[config.mk]
export PLATFORM = sky130hd
export DESIGN_NAME = vdp_super_res_writer
export DESIGN_NICKNAME = d
export VERILOG_FILES = /design/src/rtl/vdp_super_pkg.sv /design/src/rtl/vdp_super_res_wr_fifo.sv /design/src/rtl/vdp_super_res_writer.sv
export SDC_FILE = /design/constraint.sdc
export NUM_CORES = 1
export LEC_CHECK = 0
export CELL_PAD_IN_SITES_DETAIL_PLACEMENT = 0
export CELL_PAD_IN_SITES_GLOBAL_PLACEMENT = 1
export CORE_ASPECT_RATIO = 1.25
export CORE_MARGIN = 2
export CORE_UTILIZATION = 30
export DETAILED_ROUTE_END_ITERATION = 6
export DONT_BUFFER_PORTS = 1
export GPL_ROUTABILITY_DRIVEN = 1
export GPL_TIMING_DRIVEN = 0
export PLACE_DENSITY_LB_ADDON = 0.1
export SETUP_SLACK_MARGIN = 0.15
export SLEW_MARGIN = 20
export SYNTH_ARGS = -nofsm -noshare
export SYNTH_HDL_FRONTEND = slang
export SYNTH_HIERARCHICAL = 1
export SYNTH_SLANG_ARGS = --single-unit
[constraint.sdc]
create_clock -name clk_i -period 3 [get_ports clk_i]
set_input_delay 0.3 -clock clk_i [delete_from_list [all_inputs] [get_ports clk_i]]
set_output_delay 0.3 -clock clk_i [all_outputs]
set_load 0.05 [all_outputs]
[src/rtl/vdp_super_pkg.sv]
// Shared definitions for the super-res/super-mid framebuffer write path.
package vdp_super_pkg;

    localparam int ADDR_W   = 19;
    localparam int DWORD_AW = 17;

    typedef struct packed {
        logic [ADDR_W-1:0] addr;
        logic [7:0]        data;
    } wr_entry_t;

    localparam int ENTRY_W = $bits(wr_entry_t);

    typedef enum logic [1:0] {
        ST_IDLE  = 2'd0,
        ST_REQ   = 2'd1,
        ST_FLUSH = 2'd2
    } drain_state_t;

    function automatic logic [3:0] lane_be(input logic [1:0] lane);
        return 4'b0001 << lane;
    endfunction

endpackage

[src/rtl/vdp_super_res_wr_fifo.sv]
// Synchronous byte-write queue; a push into a full queue is honoured when a pop happens the same cycle.
module vdp_super_res_wr_fifo
    import vdp_super_pkg::*;
#(
    parameter int DEPTH = 4,
    localparam int IW = $clog2(DEPTH),
    localparam int CW = IW + 1
) (
    input  logic               clk_i,
    input  logic               reset_i,
    input  logic               clear_i,
    input  logic               push_i,
    input  logic [ENTRY_W-1:0] push_data_i,
    input  logic               pop_i,
    output logic [ENTRY_W-1:0] head_o,
    output logic               full_o,
    output logic               empty_o,
    output logic [CW-1:0]      count_o
);

    wr_entry_t     mem_q [DEPTH];
    logic [IW-1:0] wr_q;
    logic [IW-1:0] rd_q;
    logic [CW-1:0] count_q;
    logic [CW-1:0] count_d;
    logic          full_q;
    logic          push_ok_s;
    logic          pop_ok_s;

    // Accepted push/pop and next occupancy
    always_comb begin
        pop_ok_s  = pop_i && (count_q != '0);
        push_ok_s = push_i && (!full_q || pop_ok_s);
        count_d   = count_q;
        if (clear_i) begin
            count_d = '0;
        end else if (push_ok_s && !pop_ok_s) begin
            count_d = count_q + CW'(1);
        end else if (pop_ok_s && !push_ok_s) begin
            count_d = count_q - CW'(1);
        end else begin
            count_d = count_q;
        end
    end

    // Pointers, occupancy and the registered full flag
    always_ff @(posedge clk_i or posedge reset_i) begin
        if (reset_i) begin
            wr_q    <= '0;
            rd_q    <= '0;
            count_q <= '0;
            full_q  <= 1'b0;
        end else begin
            if (clear_i) begin
                wr_q <= '0;
                rd_q <= '0;
            end else begin
                if (push_ok_s) wr_q <= wr_q + IW'(1);
                if (pop_ok_s)  rd_q <= rd_q + IW'(1);
            end
            count_q <= count_d;
            full_q  <= (count_d == CW'(DEPTH));
        end
    end

    // Storage array
    always_ff @(posedge clk_i) begin
        if (push_ok_s && !clear_i) mem_q[wr_q] <= wr_entry_t'(push_data_i);
    end

    assign head_o  = mem_q[rd_q];
    assign full_o  = full_q;
    assign empty_o = (count_q == '0);
    assign count_o = count_q;

endmodule

[src/rtl/vdp_super_res_writer.sv]
// CPU byte-stream writer into the super-res framebuffer: auto-incrementing pointer,
// byte queue, and a drain FSM that issues byte-masked dword writes outside the display window.
module vdp_super_res_writer
    import vdp_super_pkg::*;
#(
    parameter int FIFO_DEPTH = 4,
    localparam int CW = $clog2(FIFO_DEPTH) + 1
) (
    input  logic                clk_i,
    input  logic                reset_i,
    input  logic                vdp_super_i,
    input  logic                super_res_drawing_i,
    input  logic                addr_load_i,
    input  logic [ADDR_W-1:0]   addr_in_i,
    input  logic                cpu_wr_i,
    input  logic [7:0]          cpu_data_i,
    output logic                fifo_full_o,
    output logic                overflow_o,
    output logic                busy_o,
    output logic                vram_wr_req_o,
    output logic [DWORD_AW-1:0] vram_wr_addr_o,
    output logic [31:0]         vram_wr_data_o,
    output logic [3:0]          vram_wr_be_o,
    input  logic                vram_wr_ack_i
);

    drain_state_t        state_q, state_d;
    logic [ADDR_W-1:0]   ptr_q, ptr_d;
    logic                ovf_q, ovf_d;
    logic                req_q, req_d;
    logic [DWORD_AW-1:0] addr_q, addr_d;
    logic [31:0]         data_q, data_d;
    logic [3:0]          be_q, be_d;

    logic [ADDR_W-1:0]   base_s;
    logic                wr_en_s, push_s, pop_s, drop_s;
    logic                fifo_full_s, fifo_empty_s;
    logic [CW-1:0]       fifo_count_s;
    logic [ENTRY_W-1:0]  head_raw_s;
    wr_entry_t           head_s, push_entry_s;

    vdp_super_res_wr_fifo #(.DEPTH(FIFO_DEPTH)) u_fifo (
        .clk_i       (clk_i),
        .reset_i     (reset_i),
        .clear_i     (state_q == ST_FLUSH),
        .push_i      (push_s),
        .push_data_i (push_entry_s),
        .pop_i       (pop_s),
        .head_o      (head_raw_s),
        .full_o      (fifo_full_s),
        .empty_o     (fifo_empty_s),
        .count_o     (fifo_count_s)
    );

    // Pointer, enqueue and overflow; a same-cycle load redirects the byte to addr_in
    always_comb begin
        head_s       = wr_entry_t'(head_raw_s);
        base_s       = addr_load_i ? addr_in_i : ptr_q;
        wr_en_s      = cpu_wr_i && vdp_super_i && (state_q != ST_FLUSH);
        pop_s        = (state_q == ST_IDLE) && !fifo_empty_s && !super_res_drawing_i && vdp_super_i;
        push_s       = wr_en_s && (!fifo_full_s || pop_s);
        drop_s       = wr_en_s && fifo_full_s && !pop_s;
        push_entry_s = '{addr: base_s, data: cpu_data_i};
        ptr_d        = wr_en_s ? (base_s + ADDR_W'(1)) : base_s;
        if (drop_s) begin
            ovf_d = 1'b1;
        end else if (addr_load_i) begin
            ovf_d = 1'b0;
        end else begin
            ovf_d = ovf_q;
        end
    end

    // Drain FSM; a request, once raised, is held until acked regardless of drawing/vdp_super
    always_comb begin
        state_d = state_q;
        req_d   = req_q;
        addr_d  = addr_q;
        data_d  = data_q;
        be_d    = be_q;
        case (state_q)
            ST_IDLE: begin
                if (pop_s) begin
                    addr_d  = head_s.addr[ADDR_W-1:2];
                    be_d    = lane_be(head_s.addr[1:0]);
                    data_d  = {4{head_s.data}};
                    req_d   = 1'b1;
                    state_d = ST_REQ;
                end else if (!vdp_super_i) begin
                    state_d = ST_FLUSH;
                end else begin
                    state_d = ST_IDLE;
                end
            end
            ST_REQ: begin
                if (vram_wr_ack_i) begin
                    req_d   = 1'b0;
                    state_d = vdp_super_i ? ST_IDLE : ST_FLUSH;
                end else begin
                    state_d = ST_REQ;
                end
            end
            ST_FLUSH: begin
                state_d = vdp_super_i ? ST_IDLE : ST_FLUSH;
            end
            default: begin
                req_d   = 1'b0;
                state_d = ST_IDLE;
            end
        endcase
    end

    // State and output registers
    always_ff @(posedge clk_i or posedge reset_i) begin
        if (reset_i) begin
            state_q <= ST_IDLE;
            ptr_q   <= '0;
            ovf_q   <= 1'b0;
            req_q   <= 1'b0;
            addr_q  <= '0;
            data_q  <= 32'h0000_0000;
            be_q    <= 4'b0000;
        end else begin
            state_q <= state_d;
            ptr_q   <= ptr_d;
            ovf_q   <= ovf_d;
            req_q   <= req_d;
            addr_q  <= addr_d;
            data_q  <= data_d;
            be_q    <= be_d;
        end
    end

    assign fifo_full_o    = fifo_full_s;
    assign overflow_o     = ovf_q;
    assign busy_o         = (fifo_count_s != '0) || (state_q != ST_IDLE);
    assign vram_wr_req_o  = req_q;
    assign vram_wr_addr_o = addr_q;
    assign vram_wr_data_o = data_q;
    assign vram_wr_be_o   = be_q;

endmodule

==> impl_metrics.toml <==
[run]
drv_cap = 0

[status]
status = "finished clean"

[layout]
nFillCells = 2261
area_growth_pct = 19.2
diodes = 0
post-route-util = 0.361
layout-drive-gt1-share = 0.270
fin_nets = 580

[power_and_ir_drop]
vdd_drop_max_v = 0.000373
powerDensity_nw_per_um2 = 856
power_w = 0.00729
p_leak_nw = 3.25

[global_routing]
top_usage_layer = "met2"
antenna_found_initial = 0
grt_max_degree = 37
grt_pass1_vias = 4290
use_met1 = 0.178
met3_usage = 0.0388
grt_overflow = 0
grt_pass1_wl_um = 26500
grt.total_usage = 0.147
grt_util_met2 = 0.257

[critical_path]
cp_data_required_time_ps = 3140
worst-setup-path-type = "reg -> reg"
crit_path_end_kind = "flop"
worstPathMaxFanout = 13
start_kind = "flop"
critical-path-slowest-cell = "dfrtp_2"
slowest_delay_ps = 410
crit_chain = "inv_1 -> ha_1 -> nand2b_4 -> inv_1 -> nor2_1 -> nand3_2 -> inv_4 -> clkbuf_8 -> nand2_8 -> a21bo_2 -> nor2_4 -> buf_4 -> and2_4 -> buf_12"
critPathArrivalTime_ps = 2860
crit_top_cell = "inv_1"

[detailed_routing]
drt_wl_total_um = 17400
via_per_inst = 4.67
drtIter0Drc = 196
first_pass_iters = 5
vias = 3939
drc = 0
postRouteAntennaNets = 0
route.detailed.wl_per_inst_um = 20.6

[sta]
setup_viol = 0
slew_headroom = 0.513
fin_skew_ps = 10.3
rsz0062_at_grt = "no"
finalCritPeriodShare = 0.907
fin_ws_ps = 278
tightest_slew_ps = 731
final-max-slew-violation-count = 0
max_freq_mhz = 367
fin_crit_ps = 2720
hold_viol_final = 0

[logic_synthesis]
synth_flop_cell = "edfxtp_1"
async_flop_share = 0.357
synth_seq_area_share = 0.664
ys_types = 45
synthCells = 485
synth_nets = 527
syn_area_per_cell_sq_um = 14.7
synth_edf_count = 108
yosysWarnings = 6
netlist_area_sq_um = 7140
ys_seq_elements = 168

[floorplanning]
coreArea_sq_um = 23600
die_h_um = 177
die_area_sq_um = 25100
io_pins = 91
num_rows = 63
die_width_um = 142
start_util = 0.303

[placed_design]
numPortBuffers = 0
gp_congestion = 0.700
preCtsSetupSlack_ps = -726
hpwl_um = 10600

[clocking]
cts_buffers = 17
cts-root-buf = "clkbuf_16"
tritoncts = "done"
clockBufferDepth = 2
h-tree-depth = 4
clk_pin_slew_ps = 60
clock_latency_ps = 420
cts_sinks = 168

[min_path]
hold_path_class = "in -> reg"
[per-stage QoR]
step | cell area (sq um) | hold slack (ps) | cells | setup TNS [ps]
2_1_floorplan | 7150 | 116 | 485 | 0
3_3_place_gp | 7520 | 174 | 777 | -73010
3_5_place_dp | 7550 | 143 | 778 | -77400
4_1_cts | 8490 | 1.38 | 841 | 0
5_1_grt | 8510 | 18.7 | 843 | 0
6_report | 8510 | 23.1 | 843 | 0
[per-layer routing]
layer / routed length, um / vias to the layer above
met1: 7400 / 2006
met4: 213 / 0
li1: - / 1828
met5: 0 / -
met2: 9060 / 89
met3: 720 / 16
[cells by family (layout without fill, tap and decap cells)]
group / Yosys count / count (layout) / synth area share
AOI/OAI and AO/OA: 28 / 28 / 0.0299
muxes: 48 / 48 / 0.118
adders and majority gates: 8 / 8 / 0.0140
and+or+nand+nor: 155 / 163 / 0.103
xor gates and xnor gates: 20 / 20 / 0.0245
buffers and inverters: 58 / 116 / 0.0464
DFF: 168 / 168 / 0.664
[flip-flops by register name (all words and copies together), names as in the netlist]
| register | cells |
|---|---|
| vram_wr_req_o | 1 |
| u_fifo/wr_q | 2 |
| u_fifo/mem_q | 108 |
| ptr_q | 19 |
| overflow_o | 1 |
| u_fifo/rd_q | 2 |
| vram_wr_be_o | 4 |
| vram_wr_data_o | 8 |
| u_fifo/count_o | 3 |
| u_fifo/full_o | 1 |
| state_q | 2 |
| vram_wr_addr_o | 17 |
[repair_timing]
item                                    CTS  global route
pin swaps                                10             0
endpoints found under the hold margin    67             0
buffers inserted                         13             2
cloned                                    8             0
hold buffers                             10             0
resized for setup                        20             7
endpoints found under the setup margin  110            95
[Yosys cell counts (3+ instances only)]
cell type  number  area share
nand4_1         4      0.0035
xnor2_1        14       0.017
inv_1          16      0.0084
clkbuf_1        6      0.0032
mux4_2         27       0.085
nor2_1         14      0.0074
dfrtp_1        60        0.21
nor2b_1         3      0.0026
nand3_1        11      0.0077
buf_2           7      0.0049
a21oi_1         6      0.0042
mux2i_1         8       0.011
nand2_1        96       0.050
ha_1            8       0.014
nand2b_1        6      0.0053
nor3_1          4      0.0028
mux2_2         11       0.017
buf_4          26       0.027
edfxtp_1      108        0.45
o21ai_0         8      0.0056
and2_1          4      0.0035
xor2_1          6      0.0074
nand4b_1        3      0.0037
[layout by cell type (no fill, tap or decap), types with 3 or more instances in the layout]
cell             n
nand2b_1         6
edfxtp_1       108
clkbuf_1         6
inv_1           15
clkinv_2         5
mux2_2          11
a21oi_1          6
nor3_1           4
xor2_1           6
clkbuf_16       17
xnor2_1         14
nor2_1          13
nand4b_1         3
clkbuf_8         3
ha_1             8
o21ai_0          8
nor2b_1          3
and2_4          12
buf_4           34
nand2_1         96
buf_12           7
dfrtp_1         59
nand4_1          4
dlygate4sd3_1   10
buf_2            7
nand3_1         10
mux4_2          27
mux2i_1          8
[power by group]
part	switching, W	internal (W)
registers	0.000886	0.00275
logic	0.00108	0.000495
clock network	0.000898	0.00119
total	0.00286	0.00443
[worst paths after layout]
path | start | endpoint | slack, ps | cells after the start
setup / recovery | u_fifo/count_o[1] | u_fifo/mem_q[1][4] | 280 | 14
hold / removal | vram_wr_ack_i | state_q[1] | 20 | 2
setup reg to reg | u_fifo/count_o[1] | u_fifo/mem_q[1][4] | 280 | 14
hold reg to reg | state_q[0] | state_q[1] | 520 | 1
max in group asynchronous | reset_i | ptr_q[8] | 2170 | 3
min in group asynchronous | reset_i | state_q[1] | 340 | 2
[final cells by class]
class | instances | area, sq um | area share
Timing Repair Buffer | 26 | 328 | 0.0385
Sequential cell | 168 | 4750 | 0.557
Clock buffer | 21 | 460 | 0.0541
Clock inverter | 11 | 96.3 | 0.0113
Multi-Input combinational cell | 267 | 2160 | 0.254
Tap cell | 292 | 365 | 0.0429
Buffer | 41 | 285 | 0.0335
Inverter | 17 | 68.8 | 0.00808
[critical path, delay by kind of cell, from the launching register on]
| family | cells | cell delay (ps) |
|---|---|---|
| AND/OR/NAND/NOR | 6 | 800 |
| adder cells (fa/ha/maj) | 1 | 220 |
| AO/OA/AOI/OAI | 1 | 270 |
| flip-flops | 1 | 410 |
| buffers and inverters | 6 | 740 |
(Power assumes the default switching activity.)
